--- src/rtl/tetris_pkg.sv ---
// Shared board geometry, row type and line-clear FSM state encoding.
package tetris_pkg;

  localparam int unsigned ROWS = 20;
  localparam int unsigned COLS = 20;

  typedef logic [COLS-1:0] row_t;

  typedef enum logic [2:0] {
    IDLE,
    READ,
    WRITE,
    FILL,
    DONE
  } state_t;

endpackage

--- src/rtl/line_clear.sv ---
// Line-clear engine: scans the board bottom-up and drops non-full rows
// down over removed full rows, then zero-fills the vacated top rows.
module line_clear
  import tetris_pkg::*;
#(
  parameter int unsigned ROWS = tetris_pkg::ROWS,
  parameter int unsigned COLS = tetris_pkg::COLS
) (
  input  logic            clk,
  input  logic            reset_n,
  input  logic            start,
  output logic            busy,
  output logic            done,
  output logic [4:0]      lines_cleared,
  output logic [4:0]      mem_rowid,
  output logic            mem_wnr,
  output logic [COLS-1:0] mem_wdata,
  input  logic [COLS-1:0] mem_rdata
);

  localparam logic [4:0] LAST_ROW = 5'(ROWS - 1);

  state_t          state_q, state_d;
  logic [4:0]      rd_q, rd_d;
  logic [4:0]      wr_q, wr_d;
  logic [4:0]      lc_q, lc_d;
  logic [COLS-1:0] row_buf_q, row_buf_d;
  logic            row_full;

  assign row_full      = (mem_rdata == '1);
  assign busy          = (state_q != IDLE);
  assign done          = (state_q == DONE);
  assign lines_cleared = lc_q;

  // State, pointers, clear count and row buffer registers.
  always_ff @(posedge clk or negedge reset_n) begin
    if (!reset_n) begin
      state_q   <= IDLE;
      rd_q      <= LAST_ROW;
      wr_q      <= LAST_ROW;
      lc_q      <= '0;
      row_buf_q <= '0;
    end else begin
      state_q   <= state_d;
      rd_q      <= rd_d;
      wr_q      <= wr_d;
      lc_q      <= lc_d;
      row_buf_q <= row_buf_d;
    end
  end

  // Next-state, pointer updates and memory port drive.
  // Row 0 ends the scan instead of decrementing, so pointers never wrap;
  // on exit wr already addresses the highest row left to zero-fill.
  always_comb begin
    state_d   = state_q;
    rd_d      = rd_q;
    wr_d      = wr_q;
    lc_d      = lc_q;
    row_buf_d = row_buf_q;
    mem_rowid = '0;
    mem_wnr   = 1'b0;
    mem_wdata = '0;
    unique case (state_q)
      IDLE: begin
        if (start) begin
          rd_d    = LAST_ROW;
          wr_d    = LAST_ROW;
          lc_d    = '0;
          state_d = READ;
        end
      end
      READ: begin
        mem_rowid = rd_q;
        row_buf_d = mem_rdata;
        if (row_full) begin
          lc_d = lc_q + 5'd1;
          if (rd_q == '0) state_d = FILL;
          else            rd_d    = rd_q - 5'd1;
        end else if (rd_q == wr_q) begin
          if (rd_q == '0) begin
            state_d = (lc_q != '0) ? FILL : DONE;
          end else begin
            rd_d = rd_q - 5'd1;
            wr_d = wr_q - 5'd1;
          end
        end else begin
          state_d = WRITE;
        end
      end
      WRITE: begin
        mem_rowid = wr_q;
        mem_wnr   = 1'b1;
        mem_wdata = row_buf_q;
        wr_d      = wr_q - 5'd1;
        if (rd_q == '0) begin
          state_d = FILL;
        end else begin
          rd_d    = rd_q - 5'd1;
          state_d = READ;
        end
      end
      FILL: begin
        mem_rowid = wr_q;
        mem_wnr   = 1'b1;
        if (wr_q == '0) state_d = DONE;
        else            wr_d    = wr_q - 5'd1;
      end
      DONE: begin
        state_d = IDLE;
      end
      default: begin
        state_d = IDLE;
      end
    endcase
  end

endmodule

--- config.mk ---
export PLATFORM = sky130hd
export DESIGN_NAME = line_clear
export DESIGN_NICKNAME = d
export VERILOG_FILES = /design/src/rtl/tetris_pkg.sv /design/src/rtl/line_clear.sv
export SDC_FILE = /design/constraint.sdc
export NUM_CORES = 1
export LEC_CHECK = 0
export CAP_MARGIN = 20
export CORE_MARGIN = 5
export CORE_UTILIZATION = 55
export CTS_BUF_LIST = sky130_fd_sc_hd__clkbuf_4 sky130_fd_sc_hd__clkbuf_8 sky130_fd_sc_hd__clkbuf_16
export DETAILED_ROUTE_END_ITERATION = 8
export DONT_BUFFER_PORTS = 1
export PLACE_DENSITY = 0.72
export SLEW_MARGIN = 10
export SYNTH_ARGS = -nofsm -noshare
export SYNTH_HDL_FRONTEND = slang
export SYNTH_SLANG_ARGS = --single-unit
--- constraint.sdc ---
create_clock -name clk -period 5.7 [get_ports clk]
set_clock_uncertainty 0.1 [all_clocks]
set_input_delay 0.57 -clock clk [delete_from_list [all_inputs] [get_ports clk]]
set_output_delay 0.57 -clock clk [all_outputs]
set_load 0.05 [all_outputs]
==> metrics.yaml <==
cts-resized-gates: 0
grt_pass1_wl_um: 8650
ys.flop_type: "dfrtp_1"
antenna_left: 0
total_power_uw: 1420
h-tree-depth: 2
cp_max_fo: 8
die_y_um: 73.4
timing.hold.worst.class: "primary input to asynchronous set/reset pin"
ys_warn_count: 0
leakage_uw: 0.00112
overflow: 0
synth_area_leaders: "dfrtp_1 (36%), nand2_1 (12%), dfstp_2 (7.1%)"
hold_viol: 0
synth_cells: 266
wl_um: 5140
tightestPinTransition_ns: 1.04
route.detailed.drc: 0
relSlewSlack_pct: 31.0
syn_nets: 295
drive_above_1_share_pct: 9.77
fin_area_mm2: 0.00237
layout_min_cycle_time_ns: 3.19
cp.arrival_ns: 2.52
pin_count: 56
vias: 1859
cts_tree: "done"
rr_startpoint: "state_q[0]"
clock_sinks: 38
async_flop_share_pct: 100
ys_seq_elements: 38
place_area_mm2: 0.00225
cts-root-buf: "clkbuf_8"
grt_pass1_vias: 1854
finalCritPeriodShare_pct: 56.0
critPathRequiredTime_ns: 5.03
synth.yosys.seq_area_share_pct: 43.3
reg2reg_to: "rd_q[2]"
dr_wl_met3_um: 387
postSynthAreaPerCell_um2: 8.32
status: "finished clean"
r2r_cells: 4
start_kind: "register"
critPathKind: "register to primary output"
dp_cells: 306
end_kind: "primary output"
place_congestion: 0.842
clk-insertion-delay-late_ns: 0.28
wl_met2_um: 2430
synth-edff-count: 0
start_util_pct: 56.1
top_layer_used: "met4"
fin_cells: 316
die_area_mm2: 0.00539
core-area_mm2: 0.00394
avgRoutedWirePerCell_um: 16.3
synth_most_common_cell: "nand2_1"
rows: 23
cts_setup_buffers: 0
nets: 294
rsz0062_at_grt: "false"
area_growth_pct: 7.18
vdd_drop_max_mv: 0.234
clk_pin_slew_ns: 0.07
yosysUniqueCellTypes: 46
maxCapViolCount: 0
fmax_mhz: 313
yosys.area.top_type: "dfrtp_1"
setup_tns_ns: 0
r2r_setup_slack_ns: 3.16
cts_buffer_depth: 2
grt_max_degree: 33
firstDrtPassIters: 4
setup_violations: 0
n_antenna_cell: 0
hpwl_um: 3650
p_per_area_mw_per_mm2: 598
synthTopCellsByCount: "nand2_1 (72), dfrtp_1 (32), and2_1 (24)"
vias_per_cell: 5.88
numPortBuffers: 0
grt_use_total_pct: 20.6
antenna_found_initial: 0
yosys.area.top_type_share_pct: 36.2
slew_violations: 0
wl_met1_um: 2280
cts_buffers: 5
synth_area_mm2: 0.00221
die_x_um: 73.4
drt_iter0_markers: 187
==> worst max-delay path, cell delays in order (launching register included) <==
cell	delay [ns]
dfrtp_1	0.48
inv_2	0.12
nor2_1	0.78
buf_4	0.29
nand2_1	0.06
o21ai_1	0.51
==> worst max-delay path by stage <==
stage | start | end | cells after the start
floorplan | state_q[1] | mem_rowid[0] | 5
global placement | state_q[1] | mem_rowid[3] | 5
detailed placement | state_q[1] | mem_rowid[3] | 5
CTS | state_q[1] | mem_rowid[3] | 5
global route | state_q[1] | mem_rowid[0] | 5
finish | state_q[1] | mem_rowid[3] | 5
==> where the power goes <==
| group | switching [uW] | internal (uW) |
|---|---|---|
| Clock | 89.8 | 102 |
| Combinational | 533 | 209 |
| Sequential | 97.6 | 386 |
| Total | 721 | 697 |
==> cell type report <==
class	instances	area [um2]
Clock inverter	1	5.00
Sequential cell	38	958
Timing Repair Buffer	5	50.0
Fill cell	354	1570
Clock buffer	7	90.1
Tap cell	50	62.6
Inverter	11	41.3
Multi-Input combinational cell	204	1160
==> cell families after synthesis <==
| logic type | synth area share, % |
|---|---|
| simple gates | 34.2 |
| compound gates | 11.6 |
| flops | 43.3 |
| buf+inv | 4.30 |
| xor+xnor | 2.77 |
| fa+ha+maj | 3.39 |
| mux | 0.453 |
==> placed cells by master, fill, tap and decap left out, types with 6 or more instances in the layout <==
cell      instances
o21ai_0          13
dfstp_2           6
nor2_1           12
inv_1            10
nand2_1          72
dfrtp_1          32
clkbuf_8          6
nand3_1          10
ha_1              6
nor3_1            6
and2_1           24
nand4_1           6
==> routing by layer <==
layer | track usage [%] | vias up
li1 | - | 896
met5 | 0 | -
met2 | 32.6 | 66
met3 | 6.84 | 8
met4 | 5.84 | 0
met1 | 27.0 | 889
==> through the flow <==
stage	utilization (%)	hold slack [ns]	setup WS [ns]
floorplan	-	0.174	2.95
global placement	57.0	0.175	2.84
detailed placement	57.0	0.175	2.80
CTS	59.9	0.00752	2.49
global route	60.1	0.00353	2.36
finish	60.1	0.00854	2.51
==> repair_timing <==
action	in CTS	in global routing
hold buffers	1	0
setup endpoints to repair	0	0
endpoints found under the hold margin	32	0
==> flip-flops by register name (all words and copies together) (netlist names) <==
| register | count |
|---|---|
| lines_cleared | 5 |
| row_buf_q | 20 |
| wr_q | 5 |
| state_q | 3 |
| rd_q | 5 |
Note: power is estimated with default switching activity, not from simulation.
